<file path="config.mk">
export PLATFORM = sky130hd
export DESIGN_NAME = lc3_kbd_feeder
export DESIGN_NICKNAME = d
export VERILOG_FILES = /design/src/rtl/lc3_kbd_feeder.sv
export SDC_FILE = /design/constraint.sdc
export NUM_CORES = 1
export LEC_CHECK = 0
export CORE_ASPECT_RATIO = 1.25
export CORE_UTILIZATION = 56
export CTS_CLUSTER_SIZE = 20
export DETAILED_ROUTE_END_ITERATION = 7
export PLACE_DENSITY = 0.86
export SLEW_MARGIN = 20
export SYNTH_ARGS = -nofsm -noshare
export SYNTH_HDL_FRONTEND = slang
export SYNTH_SLANG_ARGS = --single-unit
</file>
<file path="constraint.sdc">
create_clock -name clk -period 5.98 [get_ports clk]
set_input_delay 1.196 -clock clk [delete_from_list [all_inputs] [get_ports clk]]
set_output_delay 1.196 -clock clk [all_outputs]
set_load 0.02 [all_outputs]
</file>
<file path="src/rtl/lc3_kbd_feeder.sv">
// lc3_kbd_feeder: host byte FIFO feeding lc3_top keyboard pads one char at a time.
// Ports: clk, rst, host_vld/host_data/host_rdy stream in, flush, pad_kbsr in,
//        pad_kbdr/pad_in_dsr pads out, fifo_cnt occupancy, busy (FSM not IDLE).
module lc3_kbd_feeder #(
    parameter int FIFO_DEPTH = 8,
    parameter int CNT_W      = 4
) (
    input  logic             clk,
    input  logic             rst,
    input  logic             host_vld,
    input  logic [7:0]       host_data,
    output logic             host_rdy,
    input  logic             flush,
    input  logic [15:0]      pad_kbsr,
    output logic [15:0]      pad_kbdr,
    output logic [15:0]      pad_in_dsr,
    output logic [CNT_W-1:0] fifo_cnt,
    output logic             busy
);

    localparam int AW = (FIFO_DEPTH > 1) ? $clog2(FIFO_DEPTH) : 1;
    localparam logic [CNT_W-1:0] FULL = CNT_W'(FIFO_DEPTH);

    typedef enum logic [1:0] {
        S_IDLE,
        S_PRESENT,
        S_ACK,
        S_GAP
    } state_t;

    state_t          state_q, state_d;
    logic [7:0]      mem_q [FIFO_DEPTH];
    logic [AW-1:0]   wr_ptr_q, wr_ptr_d;
    logic [AW-1:0]   rd_ptr_q, rd_ptr_d;
    logic [CNT_W-1:0] cnt_q, cnt_d;
    logic [7:0]      char_q, char_d;
    logic            present_q, present_d;
    logic            push;
    logic            pop;
    logic            kbsr_rdy;
    logic            unused_kbsr;

    assign kbsr_rdy    = pad_kbsr[15];
    assign unused_kbsr = ^pad_kbsr[14:0];

    // Ready depends only on current occupancy; a same-cycle pop does not help.
    assign host_rdy = (cnt_q < FULL);
    assign push     = host_vld && host_rdy && !flush;
    assign pop      = (state_q == S_IDLE) && (cnt_q != '0) && !flush;

    assign pad_kbdr   = {8'h00, char_q};
    assign pad_in_dsr = {present_q, 15'b0};
    assign fifo_cnt   = cnt_q;
    assign busy       = (state_q != S_IDLE);

    always_comb begin
        state_d   = state_q;
        char_d    = char_q;
        present_d = present_q;
        wr_ptr_d  = wr_ptr_q;
        rd_ptr_d  = rd_ptr_q;
        cnt_d     = cnt_q;

        unique case (state_q)
            S_IDLE: begin
                if (pop) begin
                    char_d    = mem_q[rd_ptr_q];
                    present_d = 1'b1;
                    state_d   = S_PRESENT;
                end
            end
            S_PRESENT: begin
                if (kbsr_rdy) state_d = S_ACK;
            end
            S_ACK: begin
                // Keep the old char on pad_kbdr; only the ready flag drops.
                if (!kbsr_rdy) begin
                    present_d = 1'b0;
                    state_d   = S_GAP;
                end
            end
            S_GAP: begin
                state_d = S_IDLE;
            end
            default: state_d = S_IDLE;
        endcase

        if (push) wr_ptr_d = wr_ptr_q + AW'(1);
        if (pop)  rd_ptr_d = rd_ptr_q + AW'(1);

        unique case ({push, pop})
            2'b10:   cnt_d = cnt_q + CNT_W'(1);
            2'b01:   cnt_d = cnt_q - CNT_W'(1);
            default: cnt_d = cnt_q;
        endcase

        if (flush) begin
            state_d   = S_IDLE;
            char_d    = 8'h00;
            present_d = 1'b0;
            wr_ptr_d  = '0;
            rd_ptr_d  = '0;
            cnt_d     = '0;
        end
    end

    always_ff @(posedge clk or posedge rst) begin
        if (rst) begin
            state_q   <= S_IDLE;
            char_q    <= 8'h00;
            present_q <= 1'b0;
            wr_ptr_q  <= '0;
            rd_ptr_q  <= '0;
            cnt_q     <= '0;
        end else begin
            state_q   <= state_d;
            char_q    <= char_d;
            present_q <= present_d;
            wr_ptr_q  <= wr_ptr_d;
            rd_ptr_q  <= rd_ptr_d;
            cnt_q     <= cnt_d;
        end
    end

    // Storage needs no reset: occupancy and pointers define validity.
    always_ff @(posedge clk) begin
        if (push) mem_q[wr_ptr_q] <= host_data;
    end

endmodule

</file>
Yosys cells after proc, flatten, opt, wreduce, memory -nomap -nowiden. Memories as Yosys holds them, arrays and structs flattened. Cells that the tools add are included.

Register bits: 21. Bits in writable memories: 64. Input bits: 28. Output and inout port bits: 38. Logic and storage cells: 56. Memories: 1.

Memories: mem_q (words 8, bits a word 8, read ports 1, clocked after Yosys merged registers in 0, write ports 1, RTL line 32) `logic [7:0] mem_q [FIFO_DEPTH];`.

Add/subtract/negate cells: 4. Magnitude comparators: 1. Equality and inequality tests: 8. Multiplexer cells: 20. Reduce and logical (&&, ||, !) cells: 16.

Operators with widths (count): 8-bit two-way mux (3); 3-bit two-way mux (4); 3-bit != test, second input constant (3); 2-bit two-way mux (4); 2-bit case mux with 4 select lines (1); 4-bit case mux with 2 select lines (1); 2-bit nonzero test (4); 3-bit by 1-bit adder with 3-bit output, second input constant (2); 2-bit equality test, second input constant (3); 3-bit AND reduction (2); 3-bit nonzero test (2); 1-bit two-way mux (5); 4-bit by 1-bit adder with 4-bit output, second input constant (1); 2-bit by 1-bit equality test with 1-bit output, second input constant (2); 1-bit logical AND (4); 4-bit less-than comparator, second input constant (1); 4-bit two-way mux (1); 4-bit nonzero test (1); 4-bit by 1-bit subtractor with 4-bit output, second input constant (1); 2-bit zero test (1); 1-bit case mux with 2 select lines (1); 2-bit AND reduction (1); 1-bit zero test (1).

Longest topological paths before layout. Gate-level depths: netlist (run 1).

Depth in word-level cells: 6. Gate-level depth with buffers: 9. Gate-level depth less buffers: 9.

Worst setup path before layout (run 1). OpenSTA, ideal clock, no wires.

Kind: input to register. Start point: in host_vld. End point: mem mem_q[0][0] (enable). Setup time: 383 ps. Arrival: 2485 ps. Required time: 5597 ps. Setup slack: 3112 ps. Stages: 4. Path buffers: 1. Path through: nor2b_1 -> buf_2 -> or3b_1 -> nor3_1.

Cells in the longest elaborated chain, start to end: 4.

Ends and longest elaborated chain: start: declaration (RTL line 10) `input logic host_vld,`; 1-bit logical AND (2 in a row) (RTL line 48) `assign push = host_vld && host_rdy && !flush;`; 1-bit two-way mux (RTL line 127) `if (push) mem_q[wr_ptr_q] <= host_data;`; 1-bit two-way mux (not written as such) (RTL line 127); end: declaration (RTL line 32).

Every way passes these cells.

Worst setup path after layout (run 1).
Start point: in flush. End point: mem mem_q[1][1] (enable).

Cells in the longest elaborated chain, start to end: 4.

Ends and longest elaborated chain: start: declaration (RTL line 13) `input logic flush,`; 1-bit zero test (RTL line 48); 1-bit logical AND (RTL line 48); 1-bit two-way mux (RTL line 127); 1-bit two-way mux (not written as such) (RTL line 127).

Every way passes these cells.

==> results of run 1 <==
-- per-stage QoR --
stage          instances   util  cell area (um2)  setup slack [ps]
3_3_place_gp         337  0.629             3930              2130
5_1_grt              353  0.666             4160              2360
3_5_place_dp         337  0.629             3930              2090
2_1_floorplan        257      -             3770              3110
4_1_cts              353  0.666             4160              2480
6_report             353  0.666             4160              2480
-- final timing paths --
check                            start           to  slack [ps]  depth (start not counted)
max                              flush  mem_q[1][1]        2480                          4
min                          present_q    present_q         550                          2
max reg2reg                fifo_cnt[3]  mem_q[0][2]        3380                          4
min reg2reg                  present_q    present_q         550                          2
max in group asynchronous          rst  rd_ptr_q[0]        4110                          2
min in group asynchronous          rst    char_q[6]        1300                          2
-- layout by cell type, fill, tap and decap left out, drive strengths merged --
cell type       n
mux2i           3
dfrtp          21
conb           23
bufinv          2
a21oi           2
nor2           27
o22ai           8
nand2b          3
clkbuf          9
inv             9
a2bb2oi         1
o41a            1
nor4            1
ha              8
a211oi          3
a221oi          1
o41ai           1
o311a           1
nand3b          1
and2            1
edfxtp         64
clkinvlp        1
mux4           16
nor2b           2
nand2           7
or3b            1
a21o            2
xnor2           4
clkdlybuf4s50  27
fa              1
xor2            2
nor3           13
buf             2
-- final cells by class --
cell class	instances	area share
inverter	5	0.00451
timing repair buffer	29	0.0686
multi-input combinational	133	0.258
tap	85	0.0256
clock inverter	7	0.0247
clock buffer	9	0.0298
sequential	85	0.589
-- worst max-delay path, cell delays in order --
cell	delay (ps)
clkdlybuf4s50_1	880
nand3b_1	440
nor3_1	780
buf_4	280
-- per-layer routing --
| metal | GRT usage | up-vias |
|---|---|---|
| li1 | - | 884 |
| met1 | 0.283 | 990 |
| met2 | 0.332 | 79 |
| met3 | 0.0631 | 14 |
| met4 | 0.104 | 0 |
| met5 | 0 | - |
-- logic make-up (layout without fill, tap and decap cells) --
kind of cell,after synthesis,count (layout),share of synthesized area
mux,19,19,0.106
other cells,1,23,0.00102
flops,85,85,0.663
buf+inv,39,50,0.0678
compound gates,20,20,0.0451
simple gates,56,56,0.0699
xor+xnor,6,6,0.0142
fa+ha+maj,9,9,0.0326
-- state kept, by name, summed over array words and instances (netlist names) --
name,flops
state_q,2
wr_ptr_q,3
mem_q,64
rd_ptr_q,3
char_q,8
fifo_cnt,4
present_q,1
-- power breakdown --
group	internal [uW]	leakage [uW]	switching [uW]
Clock	241	0.000111	219
Combinational	267	0.000535	287
Sequential	697	0.000855	87.5
Total	1200	0.00150	594
==> flow_results.org, run 1 <==
** Status
- The flow ran to the end, and the final reports show no timing, DRC or antenna violations.

** Power
- Static leakage :: 0.00150 uW
- Worst voltage drop across the vdd grid :: 278 uV
- Power spread over the standard cell area amounts to 432 nW/um2.
- Overall power after layout :: 1800 uW

** Routing
- Detailed-routed wire length on met3 :: 339 um
- Met2 Wirelength :: 3.30 mm
- Uppermost routed layer :: met4
- After detailed routing, the number of vias per cell comes to 5.57.
- Residual DRC count :: 0
- Wires add up to 6.29 mm.
- Met1 routed wirelength after detailed routing :: 2.47 mm
- Antenna-violating nets left :: 0
- Wire length per cell :: 17.8 um
- After the first detailed-routing iteration, the DRC count stood at 107.
- Number of detailed-route iterations in the first pass :: 4
- Total via count in the routed design :: 1967

** Synth
- Number of synthesis warnings :: 0
- Ranked by total cell area, the synthesized netlist is headed by edfxtp_1 52%, dfrtp_1 14%, mux4_2 9.8%.
- In this run the cell area of the synthesized design comes to 3690 um2.
- Async set-reset flop share out of synthesis :: 0.247
- Most common cell in the synthesized netlist :: edfxtp_1
- Count of state elements after synthesis :: 85
- Syn Inst Count :: 235
- Top FF cell, synth :: edfxtp_1
- Dividing the synthesized area by the synthesized cell count gives 15.7 um2.
- edfxtp_1 takes more of the synthesized area than any other cell.
- Fraction of post-synthesis cell area in the top cell type by area :: 0.521
- Count of different cell masters after synthesis :: 33
- Fraction of the yosys area taken by sequential cells :: 0.664
- Number of synthesized flops with an enable pin :: 64
- The commonest cells after synthesis are 64 x edfxtp_1, 27 x nor2_1, 26 x buf_4.

** STA
- The final-report max-slew violation count is 0.
- In the finished design, the share of the clock period the worst path needs comes to 0.585.
- Subtracting the final worst setup slack from the clock period gives 3500 ps.
- The final-report hold violation count was 0.
- Final hold analysis gives a worst-case slack of 551 ps.
- RSZ-0062 raised after global routing :: false
- Adding up every negative setup slack in the final design gives 0 ps.
- Worst-margin pin slew :: 961 ps
- The worst pin sits at a relative slew slack of 0.355.
- Setup violations remaining at the end of the flow were counted as 0.
- Maximum clock frequency :: 0.286 GHz
- Post-route clock skew :: 9.95 ps

** Place
- In this run the tool buffered the top-level ports with 27 buffer cells.
- Routability cong. :: 0.728
- Final HPWL from detailed placement :: 3.99 mm

** Clock network
- Clock latency on the worst-skew pair :: 360 ps
- Counting every sink on the clock net gives 85.
- Buffers added to address setup during post-CTS repair amount to 0.
- In this run the clock root is driven by a clkbuf_8.
- CTS tree :: done
- Number of buffers added by the clock tree synthesis step :: 9
- CTS built an H-tree with a depth of 3.
- Quantity of hold-fixing buffers added after cts :: 0
- Number of gates given a new drive strength after cts :: 0
- After clock tree synthesis, the clock-pin slew on the worst setup and hold paths is 90 ps.
- In this run the deepest clock path goes through 2 buffers.

** Worst setup path
- Worst endpoint required time :: 6060 ps
- The setup path with the least slack is of type input port to register.
- STA classifies the critical path startpoint as an input port.
- Arrival time at the worst endpoint :: 3580 ps
- Endpoint type of the worst setup path :: register
- Along the worst path, the maximum fanout reaches 24.

** Floorplanning
- After floorplanning, the core was divided into 32 placement rows.
- The initial utilization of the core area, before any placement, comes to 0.591.
- Vert. Die Dim :: 92.7 um
- Core area :: 6250 um2
- In this run the horizontal extent of the chip is 74.6 um.
- The die covers 6920 um2.
- During I/O placement, the number of pins put on the boundary was 66.

** Global routing
- The first global-routing pass estimated 10.4 mm of wire.
- Total congestion overflow after global routing :: 0
- Pin count of the biggest net entering global routing :: 25
- GRT Util Overall :: 0.217
- The via count of the first global-routing pass is 2019.
- The initial antenna violation count came to 0.

** Hold path
- Hold Path Class :: register to register

** Finish
- For this run, the post-layout net count is 300.
- Counting the fill cells in the layout gives 432.
- In the final layout, flip-flops and latches occupy 2450 um2.
- Relative to the synthesized area, the layout overhead comes to 12.8%.
- The repair_antennas step left the layout with diodes totalling 0.
- Ratio of cells with drive above 1 in the final layout :: 0.146
- Multi-input combinational cell area :: 1070 um2

** Run
- Across the run, the number of max-cap violations was 0.
Power figures use the tool's default switching activity.
==> inputs of run 2 (changes only) <==
Settings changed: CORE_UTILIZATION 56 to 52, PLACE_DENSITY 0.86 to 0.81.
Clock period 5.98 ns to 3.3 ns, I/O delays scaled along.
==> run 2 against run 1 <==
Cell count rose by 3.4%. Clock skew is 3.6 ps higher. Die area is 7.5% higher. Global-route usage is 3.3 points lower. Non-clock buffer count grew 10. Via count decreased by 1.1%. Combinational power rose by 91%. Wire length down 2.5%. Count of clock-buffer cells in the layout increased by 1. Critical endpoint is now busy.
==> flow_results.org, run 2 (synthesized netlist as in run 1, its figures left out) <==
** Routing
- The number of iterations in the first detailed-routing pass was 4 (unchanged).
- The number of vias in the routed layout is 1946 (-1.1%).
- The ratio of routed vias to standard cells was 5.33 (-4.3%).
- The detailed-route DRC error count was 0 (unchanged).
- Wire length per cell :: 16.8 um (-5.7%)
- The DRC marker count from the first detailed-route iteration came to 93 (-13%).
- The wire length after detailed routing was 6.13 mm (-2.5%).
- Antenna-violating nets left :: 0 (unchanged)

** STA
- Final Setup Violations :: 0 (unchanged)
- The worst path needs 2480 ps of the cycle, external delays included.
- The normalized max-slew margin came to 0.421 (+0.0664).
- Worst-margin pin slew :: 868 ps (-93.2 ps)
- In the finished design, the share of the clock period the worst path needs comes to 0.750.
- The final critical-path setup slack came to 823 ps (-1660 ps).
- Post-route clock skew :: 13.6 ps (+3.61 ps)
- Summed negative setup slack over all endpoints :: 0 ps (unchanged)
- RSZ-0062 raised after global routing :: false
- The final-report max-slew violation count came to 0 (unchanged).
- Final-report hold violation count :: 0 (unchanged)
- Timing would allow up to 0.404 GHz.

** Place
- Routability cong. :: 0.719 (-1.2%)
- The count of input and output buffers was 27 (unchanged).
- The cell total after placement came to 349 (+3.6%).
- The worst slack at placement was 610 ps (-1480 ps).
- Final HPWL from detailed placement :: 4.09 mm (+2.4%)

** Clock network
- Clock Pin Slew Worst Setup and Hold Paths :: 90 ps (about the same)
- Maximum buffer depth of the clock tree :: 2 (unchanged)
- CTS tree :: done
- Quantity of hold-fixing buffers added after cts :: 0 (unchanged)
- The depth of the CTS H-tree was 3 (unchanged).
- The insertion delay to the later sink of the worst-skew pair was 340 ps (-20 ps).
- Buffer type at the clock tree root :: clkbuf_8
- The post-cts gate resize count came to 0 (unchanged).
- The total CTS buffers is 9 (unchanged).
- The number of clock sinks was 85 (unchanged).
- Number of setup buffers added after CTS :: 0 (unchanged)

** Worst setup path
- End point of the critical path :: busy
- The number of cells traversed by the worst register-to-register path came to 9 (+5).
- Worst endpoint required time :: 2640 ps (-3420 ps)
- Register-to-register setup slack :: 830 ps (-2550 ps)
- Crit path from :: state_q[0]
- STA classifies the critical path endpoint as a primary output.
- Critical R2R Launch :: state_q[0]
- The arrival time at the worst endpoint was 1820 ps (-1760 ps).
- The worst setup path is launched from a register.
- The highest fanout seen on the critical path was 5 (-79%).
- The endpoint identified for the worst register-to-register timing path is fifo_cnt[3].
- The setup path with the least slack is of type register to primary output.

** Finish
- The count of nets after finishing came to 310 (+3.3%).
- The fraction of layout cells with a size suffix above 1 came to 0.169 (+0.0235).
- The number of antenna cells inserted was 0 (unchanged).
- Most frequent cells in the layout :: 64 x edfxtp_1, 27 x nor2_1, 27 x clkdlybuf4s50_1, 23 x conb_1, 21 x dfrtp_1
- Relative to the synthesized area, the layout overhead comes to 14.0%.
- The total area of multi-input combinational cells is 1070 um2 (unchanged).
- Non-filler instance count after layout :: 365 (+3.4%)
- The fill cell total of the finished layout is 481 (+11%).
- Most frequent standard cell in the layout excluding fill and tap cells :: edfxtp_1
- The flip-flop count of the largest register after layout was 64 (unchanged).
- mem_q holds more flip-flops than any other register.
- The flip-flop and latch area is 2450 um2 (about the same).

** Power
- Static leakage :: 0.00154 uW (+2.7%)
- The total power per unit cell area is 754 nW/um2 (+75%).
- The worst supply voltage drop on vdd came to 379 uV (+37%).

** Floorplanning
- The number of placement rows was 33 (+3.1%).
- The chip width is 77.3 um (+3.7%).
- The full die area came to 7440 um2 (+7.5%).
- The number of placed I/O pins came to 66 (unchanged).
- The die extent in y was 96.2 um (+3.7%).
- Initial Util :: 0.551 (-0.0391)
- Core area :: 6690 um2 (+7.1%)

** Global routing
- GRT Util Overall :: 0.184 (-0.0326)
- Number of antenna violations at the first check in global routing :: 0 (unchanged)
- Total congestion overflow after global routing :: 0 (unchanged)
- Pin count of the biggest net entering global routing :: 24 (-4.0%)
- First-pass GRT wire length :: 9.79 mm (-5.8%)
- Number of global-route vias before repair :: 1880 (-6.9%)

** Hold path
- The min-delay analysis places its worst path in the category register to register.

** Status
- Outcome :: finished, final reports clean

** Run
- The total of max-cap violations was 0 (unchanged).
[run 2: cell count changes in the layout (fill, tap and decap cells not counted), sizes merged]
cell and delta:
buf +10, bufinv -1, clkbuf +1, clkinv +1
inv -1
[run 2: worst max-delay path, stage by stage, from the launching register on]
cell and delay (ps):
dfrtp_1 390, inv_1 90, ha_1 290, inv_1 100, clkdlybuf4s50_1 600
[run 2: worst min-delay path by stage]
stage           startpoint     endpoint  cells past startpoint
3_3_place_gp     char_q[0]    char_q[0]                      2
5_1_grt          char_q[7]    char_q[7]                      2
3_5_place_dp   rd_ptr_q[2]  rd_ptr_q[2]                      2
2_1_floorplan    present_q    present_q                      2
4_1_cts          char_q[7]    char_q[7]                      2
6_report         char_q[7]    char_q[7]                      2
[run 2: layout make-up]
cell class / instances / share of cell area
Sequential cell: 85 / 0.582
Multi-Input combinational cell: 133 / 0.255
Timing Repair Buffer: 39 / 0.0857
Clock buffer: 10 / 0.0303
Tap cell: 87 / 0.0259
Clock inverter: 6 / 0.0164
Inverter: 5 / 0.00446
[run 2: report_power, final]
group	switching [uW]	internal, uW
sequential	123	1260
clock	367	357
combinational	556	507
[run 2: stage by stage]
step | total power (uW) | instance area [um2] | util | hold WS [ps]
after floorplan | 2190 | 3770 | - | 504
after global placement | 2440 | 4010 | 0.599 | 528
after detailed placement | 2480 | 4010 | 0.599 | 543
after CTS | 3210 | 4210 | 0.629 | 564
after global routing | 3350 | 4210 | 0.629 | 587
final | 3170 | 4210 | 0.629 | 558
[run 2: metal layers]
layer  vias up  share of wire  track usage
met5         -              0            0
met4         0         0.0090       0.0802
met3         2          0.051       0.0436
met2        59           0.55        0.327
met1       980           0.39        0.215
li1        905              -            -
